===== src/rtl/baud_gen_frac_pkg.sv =====
// baud_gen_frac_pkg: reset defaults and 50 MHz divider presets shared by the register file and benches
package baud_gen_frac_pkg;

    localparam int BAUD_RST_FREQ  = 1152;
    localparam int BAUD_RST_LIMIT = 30098;

    typedef struct packed {
        logic [15:0] freq;
        logic [15:0] limit;
    } baud_preset_t;

    localparam baud_preset_t BAUD_9600_50M   = '{freq: 16'd48,   limit: 16'd15577};
    localparam baud_preset_t BAUD_115200_50M = '{freq: 16'd576,  limit: 16'd15049};
    // 4608/15625 is already reduced, so this preset needs FREQ_W >= 13
    localparam baud_preset_t BAUD_921600_50M = '{freq: 16'd4608, limit: 16'd11017};

endpackage


===== src/rtl/baud_gen_frac_if.sv =====
// baud_gen_frac_if: configuration handshake between the register file and the baud generator
interface baud_gen_frac_if #(
    parameter int FREQ_W  = 12,
    parameter int LIMIT_W = 16
);
    logic               cfg_valid;
    logic               cfg_ready;
    logic               cfg_err;
    logic [FREQ_W-1:0]  cfg_freq;
    logic [LIMIT_W-1:0] cfg_limit;

    modport master (output cfg_valid, cfg_freq, cfg_limit, input cfg_ready, cfg_err);
    modport slave  (input cfg_valid, cfg_freq, cfg_limit, output cfg_ready, cfg_err);
endinterface


===== src/rtl/baud_gen_frac_nco.sv =====
// baud_nco: fractional accumulator; hit flags acc >= limit, where the next step subtracts instead of adding
module baud_nco #(
    parameter int FREQ_W  = 12,
    parameter int LIMIT_W = 16
) (
    input  logic               clock,
    input  logic               reset_n,
    input  logic               run,
    input  logic               clr,
    input  logic [FREQ_W-1:0]  freq,
    input  logic [LIMIT_W-1:0] limit,
    output logic               hit
);
    logic [LIMIT_W:0] acc;

    assign hit = acc >= {1'b0, limit};

    always_ff @(posedge clock or negedge reset_n)
        if (!reset_n)
            acc <= '0;
        else if (clr)
            acc <= '0;
        else if (run)
            acc <= hit ? acc - {1'b0, limit} : acc + (LIMIT_W+1)'(freq);
endmodule


===== src/rtl/baud_gen_frac.sv =====
// baud_gen_frac: fractional baud generator with shadowed run-time reconfiguration and resync
module baud_gen_frac
    import baud_gen_frac_pkg::*;
#(
    parameter int FREQ_W    = 12,
    parameter int LIMIT_W   = 16,
    parameter int OSR       = 16,
    parameter int RST_FREQ  = BAUD_RST_FREQ,
    parameter int RST_LIMIT = BAUD_RST_LIMIT
) (
    input  logic                   clock,
    input  logic                   reset_n,
    input  logic                   enable,
    input  logic                   resync,
    baud_gen_frac_if.slave         cfg,
    output logic                   ce_os,
    output logic                   ce_bit,
    output logic                   ce_mid,
    output logic [$clog2(OSR)-1:0] phase
);
    localparam int            PW   = $clog2(OSR);
    localparam logic [PW-1:0] LAST = PW'(OSR - 1);
    localparam logic [PW-1:0] MID  = PW'(OSR / 2 - 1);

    logic [FREQ_W-1:0]  act_freq, sh_freq;
    logic [LIMIT_W-1:0] act_limit, sh_limit;
    logic               pending, hit, apply, tick, xfer;

    assign cfg.cfg_ready = !pending;
    assign xfer  = cfg.cfg_valid && !pending;
    // swap only where the accumulator would wrap anyway, or when frozen
    assign apply = pending && (hit || !enable) && !resync;
    assign tick  = enable && hit && !resync && !apply;

    baud_nco #(.FREQ_W(FREQ_W), .LIMIT_W(LIMIT_W)) u_nco (
        .clock,
        .reset_n,
        .run   (enable),
        .clr   (resync || apply),
        .freq  (act_freq),
        .limit (act_limit),
        .hit
    );

    always_ff @(posedge clock or negedge reset_n)
        if (!reset_n) begin
            pending     <= 1'b0;
            cfg.cfg_err <= 1'b0;
            sh_freq     <= '0;
            sh_limit    <= '0;
            act_freq    <= FREQ_W'(RST_FREQ);
            act_limit   <= LIMIT_W'(RST_LIMIT);
        end else begin
            cfg.cfg_err <= xfer && cfg.cfg_freq == '0;
            if (xfer && cfg.cfg_freq != '0) begin
                sh_freq  <= cfg.cfg_freq;
                sh_limit <= cfg.cfg_limit;
                pending  <= 1'b1;
            end else if (apply) begin
                act_freq  <= sh_freq;
                act_limit <= sh_limit;
                pending   <= 1'b0;
            end
        end

    always_ff @(posedge clock or negedge reset_n)
        if (!reset_n) begin
            phase  <= '0;
            ce_os  <= 1'b0;
            ce_bit <= 1'b0;
            ce_mid <= 1'b0;
        end else begin
            ce_os  <= tick;
            ce_bit <= tick && phase == LAST;
            ce_mid <= tick && phase == MID;
            if (resync || apply)
                phase <= '0;
            else if (tick)
                phase <= phase == LAST ? '0 : phase + 1'b1;
        end
endmodule


===== src/flat_wrapper.sv =====
// flat-port wrapper written by rule: the top's interface ports become plain ports
module baud_gen_frac_flat import baud_gen_frac_pkg::*;
#(
    parameter int FREQ_W    = 12,
    parameter int LIMIT_W   = 16,
    parameter int OSR       = 16,
    parameter int RST_FREQ  = BAUD_RST_FREQ,
    parameter int RST_LIMIT = BAUD_RST_LIMIT
)
  (clock, reset_n, enable, resync, ce_os, ce_bit, ce_mid, phase, cfg_cfg_valid, cfg_cfg_freq, cfg_cfg_limit, cfg_cfg_ready, cfg_cfg_err);
  baud_gen_frac_if #(.FREQ_W(FREQ_W), .LIMIT_W(LIMIT_W)) cfg_i ();
  input  logic clock;
  input  logic reset_n;
  input  logic enable;
  input  logic resync;
  output logic ce_os;
  output logic ce_bit;
  output logic ce_mid;
  output logic [$clog2(OSR)-1:0] phase;
  input wire logic [$bits(cfg_i.cfg_valid)-1:0] cfg_cfg_valid;
  input wire logic [$bits(cfg_i.cfg_freq)-1:0] cfg_cfg_freq;
  input wire logic [$bits(cfg_i.cfg_limit)-1:0] cfg_cfg_limit;
  output wire logic [$bits(cfg_i.cfg_ready)-1:0] cfg_cfg_ready;
  output wire logic [$bits(cfg_i.cfg_err)-1:0] cfg_cfg_err;
  assign cfg_i.cfg_valid = cfg_cfg_valid;
  assign cfg_i.cfg_freq = cfg_cfg_freq;
  assign cfg_i.cfg_limit = cfg_cfg_limit;
  assign cfg_cfg_ready = cfg_i.cfg_ready;
  assign cfg_cfg_err = cfg_i.cfg_err;
  baud_gen_frac #(.FREQ_W(FREQ_W), .LIMIT_W(LIMIT_W), .OSR(OSR), .RST_FREQ(RST_FREQ), .RST_LIMIT(RST_LIMIT)) u_core (.clock(clock), .reset_n(reset_n), .enable(enable), .resync(resync), .cfg(cfg_i), .ce_os(ce_os), .ce_bit(ce_bit), .ce_mid(ce_mid), .phase(phase));
endmodule

===== config.mk =====
export PLATFORM = sky130hd
export DESIGN_NAME = baud_gen_frac_flat
export DESIGN_NICKNAME = d
export VERILOG_FILES = /design/src/rtl/baud_gen_frac_pkg.sv /design/src/rtl/baud_gen_frac_if.sv /design/src/rtl/baud_gen_frac_nco.sv /design/src/rtl/baud_gen_frac.sv /design/src/flat_wrapper.sv
export SDC_FILE = /design/constraint.sdc
export NUM_CORES = 1
export LEC_CHECK = 0
export CAP_MARGIN = 20
export CORE_ASPECT_RATIO = 1.1
export CORE_UTILIZATION = 53
export CTS_CLUSTER_SIZE = 24
export DETAILED_ROUTE_END_ITERATION = 16
export GPL_TIMING_DRIVEN = 0
export HOLD_SLACK_MARGIN = 0.03
export PLACE_DENSITY = 0.79
export REMOVE_ABC_BUFFERS = 1
export SYNTH_ARGS = -nofsm -noshare
export SYNTH_HDL_FRONTEND = slang
export SYNTH_SLANG_ARGS = --single-unit

===== constraint.sdc =====
create_clock -name clock -period 3.04 [get_ports clock]
set_clock_uncertainty 0.15 [all_clocks]
set_input_delay 0.912 -clock clock [delete_from_list [all_inputs] [get_ports clock]]
set_output_delay 0.912 -clock clock [all_outputs]
set_load 0.01 [all_outputs]

# Word level (Yosys, flattened, before mapping)
# Index checks and enable logic that the tools add are counted.
# op_classes
eq_ne	2
n_bitwise	1
magnitude_cmp	1
n_addsub	3
mux	8
reduce_logical	22
# ops
cell	count
17-bit 2-to-1 mux	3
17-bit by 12-bit adder with 17-bit output	1
17-bit by 16-bit >= comparator with 1-bit output	1
17-bit by 16-bit subtractor with 17-bit output	1
12-bit zero test	1
4-bit 2-to-1 mux	3
12-bit nonzero test	1
1-bit logical AND	10
2-bit nonzero test	3
4-bit by 1-bit adder with 4-bit output (second input constant)	1
4-bit by 3-bit == test with 1-bit output (second input constant)	1
4-bit == test (second input constant)	1
1-bit zero test	4
1-bit logical OR	2
1-bit 2-to-1 mux	2
2-bit AND reduction	1
1-bit NOT	1
# totals
register_bits	82
word_cells	48
input_bits	33
out_inout_bits	9

# Logic depth before layout (Yosys ltp)
# logic_depth
word_depth	8
mapped_depth	13
depth_no_buf	12

# By module
# From an unflattened synthesis, not the netlist that was laid out.
# hier_totals
cells_unflattened	486
hier_area_um2	5054.8
# modules_own_cells
module	area_per_inst_um2	instances	seq_area_each_um2	cells_per_inst
baud_gen_frac	2640.0	1	1639.1	171
baud_nco	2414.8	1	425.4	315

# Least setup slack after synthesis
# OpenSTA, ideal clock, no wires.
# synth_timing
kind	register to register
startpoint	register u_core.act_limit[10]
endpoint	register u_core.act_freq[0]
required_time_ns	2.762
slack_ns	0.179
t_arrival_ns	2.583
setup_ns	0.128
path_stages_with_launch	13
period_less_slack_ns	2.861
path_buffers	2
cell_sequence	dfstp_2 -> inv_1 -> ha_1 -> a21oi_1 -> and2_1 -> nor3b_1 -> o2bb2ai_1 -> a21o_1 -> nand2_2 -> nand3b_2 -> buf_6 -> buf_6 -> mux2_1
# synth_via
elab_chain_len	5
# synth_rtl
element	line	text
from (decl)	baud_gen_frac.sv:26	logic [LIMIT_W-1:0] act_limit, sh_limit;
from (signal assigned)	baud_gen_frac.sv:52	act_limit <= LIMIT_W'(RST_LIMIT);
from (signal assigned)	baud_gen_frac.sv:61	act_limit <= sh_limit;
17-bit by 16-bit >= comparator with 1-bit output	baud_gen_frac_nco.sv:16	assign hit = acc >= {1'b0, limit};
1-bit logical OR	baud_gen_frac.sv:32	assign apply = pending && (hit || !enable) && !resync;
1-bit logical AND (2 in series)	baud_gen_frac.sv:32	
2-bit AND reduction (no source line)	n/a	
to (signal assigned)	baud_gen_frac.sv:51	act_freq <= FREQ_W'(RST_FREQ);
to (signal assigned)	baud_gen_frac.sv:60	act_freq <= sh_freq;
to (decl)	baud_gen_frac.sv:25	logic [FREQ_W-1:0] act_freq, sh_freq;
# Every way passes these cells.
# A chain may end at the register's enable or synchronous reset.

# Worst setup path in the final report
# layout_timing
startpoint	register u_core.u_nco.acc[0]
endpoint	register u_core.u_nco.acc[16]
# layout_via
elab_chain_len	6
elab_cells_between_ends	11
cone_classes	add/sub: 2; order compare: 1; mux: 3; reduce/logical: 5
# layout_rtl
element	line	text
from (decl)	baud_gen_frac_nco.sv:14	logic [LIMIT_W:0] acc;
from (signal assigned)	baud_gen_frac_nco.sv:24	acc <= hit ? acc - {1'b0, limit} : acc + (LIMIT_W+1)'(freq);
17-bit by 16-bit >= comparator with 1-bit output	baud_gen_frac_nco.sv:16	
1-bit logical OR	baud_gen_frac.sv:32	
1-bit logical AND (2 in series)	baud_gen_frac.sv:32	
1-bit logical OR	baud_gen_frac.sv:39	.clr (resync || apply),
17-bit 2-to-1 mux or 2-bit nonzero test (tied branches)	n/a	
# Several ways; a longest one is shown, not always the timed one. The select of a mux whose other input is x is not followed.

==> results.yml <==
outcome:
  outcome: "completed"
global_routing:
  global_route.usage.met2_pct: 42.62
  grt-busiest-layer: "met2"
  grt_use_met3_pct: 4.129
  overflow: 0
  grt_pass1_wl_mm: 17.97
  grt_pass1_vias: 3878
  grt_antenna_before_repair: 0
  grt_usage_pct: 24.84
  use_met1_pct: 28.93
  grt_start_max_net_pins: 52
clock_network:
  cts_sinks: 82
  htree_levels: 3
  cts_hold_buf: 0
  clockBufferDepth: 2
  cts_tree: "yes"
  insertion_delay_ps: 360
  clk_pin_slew_ps: 90
  cts-root-buf: "clkbuf_8"
  cts_made_buffers: 9
floorplan:
  dieHeight_um: 101.4
  boundaryPins: 42
  core_mm2: 0.008539
  rows: 35
  start_util_pct: 55.75
  die-area_mm2: 0.009366
  die-width_um: 92.37
sta:
  rsz0062_at_grt: "yes"
  hold_viol: 0
  finalSetupViolCount: 0
  min_period_over_period_pct: 97.53
  fin_crit_ps: 2965
  fin_ws_ps: 75.08
  relSlewSlack_pct: 55.86
  worstMarginPinSlew_ps: 659.1
  fmax_mhz: 337.3
  slew_violations: 0
worst_setup_path:
  crit_arrival_ps: 3110
  path_delay_family: "compound AO/OA/AOI/OAI gates"
  worstSetupEndpointType: "flip-flop"
  start_kind: "flip-flop"
  worst_ep_required_time_ps: 3190
  worstPathMaxFanout: 3
  r2r_end: "u_core.u_nco.acc[16]$_DFFE_PN0P_"
  slowest_stage: "or4b_1"
  path_class: "reg -> reg"
  r2r_cells: 12
  crit_path_cell_trace: "inv_1 -> ha_2 -> inv_1 -> fa_2 -> nand2_2 -> a21oi_2 -> o41a_1 -> a22oi_2 -> o22ai_1 -> or4b_1 -> a21o_1 -> a21oi_2"
  rrSetupSlack_ps: 80
  r2r-start: "u_core.u_nco.acc[0]$_DFFE_PN0P_"
  worst-path-buf-inv: 2
  slowest_delay_ps: 490
routing:
  drc: 0
  drt_iter0_drc: 331
  post_drt_wl_per_cell_um: 17.31
  ant_nets: 0
  via_count: 3730
  dr.pass1.iters: 4
  vias_per_cell: 5.978
  wl_mm: 10.80
placement:
  gp_congestion: 0.8949
  dp.final_hpwl_mm: 7.078
  numPlacedInstances: 597
  pre_cts_ws_ps: -1013
  io_buffers: 41
worst_hold_path:
  holdCritPathClass: "in -> async"
layout:
  syn_to_final_growth_pct: 21.13
  nets: 572
  drive_above_1_share_pct: 24.37
  antenna_cells: 0
  final-instance-count-excl-fill: 624
run:
  cap_violations: 0
logic_synthesis:
  post-synth-top-count-cell: "dfrtp_1"
  yosys_warnings: 0
  synth_area_leader_cell: "dfrtp_1"
  ys_seq_area_share_pct: 43.36
  synth_cell_types: 58
  synth_ff_type: "dfrtp_1"
  syn_area_per_cell_um2: 10.42
  ys_seq_elements: 82
  synth_cells: 457
  synth_top_cells_by_area: "dfrtp_1, mux2_2, ha_1, dfstp_2, nor2_1"
  synthArstFlopShare_pct: 100.0
  syn_area_mm2: 0.004761
  synth_common_cells: "dfrtp_1, mux2_2, nor2_1"
  synth_top_area_share_pct: 37.84
  synth-edff-count: 0
pwr:
  power_density_mw_per_mm2: 964.6
  leakage_nw: 2.578
  ir_worst_vdd_mv: 0.4055
-- repair_timing --
action,4_1_cts,5_1_grt
setup buffers,6,1
resized for setup,17,18
setup endpoints to repair,53,40
pin swaps,3,5
gates cloned,3,0
-- per-layer routing --
layer,vias up,share of wire (%)
met5,-,0
met4,0,4.7
met1,1837,40
met3,40,4.3
met2,105,51
li1,1748,-
-- how the worst max path moves through the flow --
stage	start	endpoint	slack [ps]	cells past startpoint
after floorplan	u_core.act_limit[10]$_DFFE_PN1P_	u_core.act_freq[1]$_DFFE_PN0P_	-340	10
after global placement	reset_n	u_core.sh_limit[13]$_DFFE_PN0P_	-1880	1
after detailed placement	u_core.act_limit[14]$_DFFE_PN1P_	u_core.act_freq[3]$_DFFE_PN0P_	-1010	10
after CTS	u_core.act_limit[10]$_DFFE_PN1P_	u_core.u_nco.acc[16]$_DFFE_PN0P_	10	10
after global routing	u_core.u_nco.acc[0]$_DFFE_PN0P_	u_core.u_nco.acc[14]$_DFFE_PN0P_	-30	11
final	u_core.u_nco.acc[0]$_DFFE_PN0P_	u_core.u_nco.acc[16]$_DFFE_PN0P_	80	12
-- sequential cells by signal, indices dropped and copies added (netlist names) --
name	cells
u_core.act_freq	12
u_core.ce_os	1
u_core.sh_freq	12
u_core.sh_limit	16
u_core.phase	4
u_core.ce_mid	1
u_core.ce_bit	1
u_core.pending	1
u_core.act_limit	16
u_core.u_nco.acc	17
u_core.cfg.cfg_err	1
-- layout by cell type, fill, tap and decap left out, types with 10 or more instances in the layout --
cell | netlist | final
nor2_1 | 41 | 40
mux2_2 | 47 | 47
xnor2_1 | 11 | 11
a21oi_1 | 30 | 25
inv_1 | 28 | 28
xor2_1 | 10 | 10
nand3_1 | 15 | 15
dfstp_2 | 10 | 10
a21o_1 | 12 | 10
dfrtp_1 | 72 | 71
nand2_1 | 27 | 25
clkdlybuf4s50_1 | 0 | 40
o21ai_0 | 15 | 14
ha_1 | 29 | 24
-- kinds of logic after synthesis --
| kind of cell | Yosys count | synth area share (%) |
|---|---|---|
| AO/OA/AOI/OAI | 99 | 13.67 |
| buffers and inverters | 42 | 3.679 |
| XOR/XNOR | 21 | 3.863 |
| AND/OR/NAND/NOR | 125 | 12.88 |
| multiplexers | 57 | 14.09 |
| adder cells (fa/ha/maj) | 31 | 8.463 |
| flip-flops | 82 | 43.36 |
-- worst register-to-register path, delay by kind of cell (launching register included) --
family	cells	cell delay [ps]
compound gates	6	1130
simple gates	2	580
fa+ha+maj	2	530
flops	1	410
buf+inv	2	120
-- metrics by stage --
| stage | power (mW) | utilization (%) | hold WS, ps | setup TNS (ps) | cell area, um2 |
|---|---|---|---|---|---|
| 2_1_floorplan | 3.834 | - | 304.2 | -8921 | 4691 |
| 3_3_place_gp | 4.297 | 61.36 | 320.2 | -217610 | 5240 |
| 3_5_place_dp | 4.442 | 62.01 | 328.6 | -42900 | 5295 |
| 4_1_cts | 5.418 | 66.52 | 340.6 | 0 | 5680 |
| 5_1_grt | 5.947 | 67.53 | 357.4 | -46.25 | 5767 |
| 6_report | 5.563 | 67.53 | 329.8 | 0 | 5767 |
-- area by class of cell --
type | count | area (um2)
clock buffer | 9 | 123.9
tap | 111 | 138.9
timing repair buffer | 51 | 543.0
sequential | 82 | 2066
multi-input combinational | 336 | 2711
fill | 657 | 2773
inverter | 28 | 105.1
clock inverter | 7 | 78.83
-- where the power goes --
group          switching (mW)  internal, mW
clock                   0.429         0.385
sequential              0.287          1.57
combinational            1.49          1.40
total                    2.20          3.36
(Power assumes the default switching activity.)
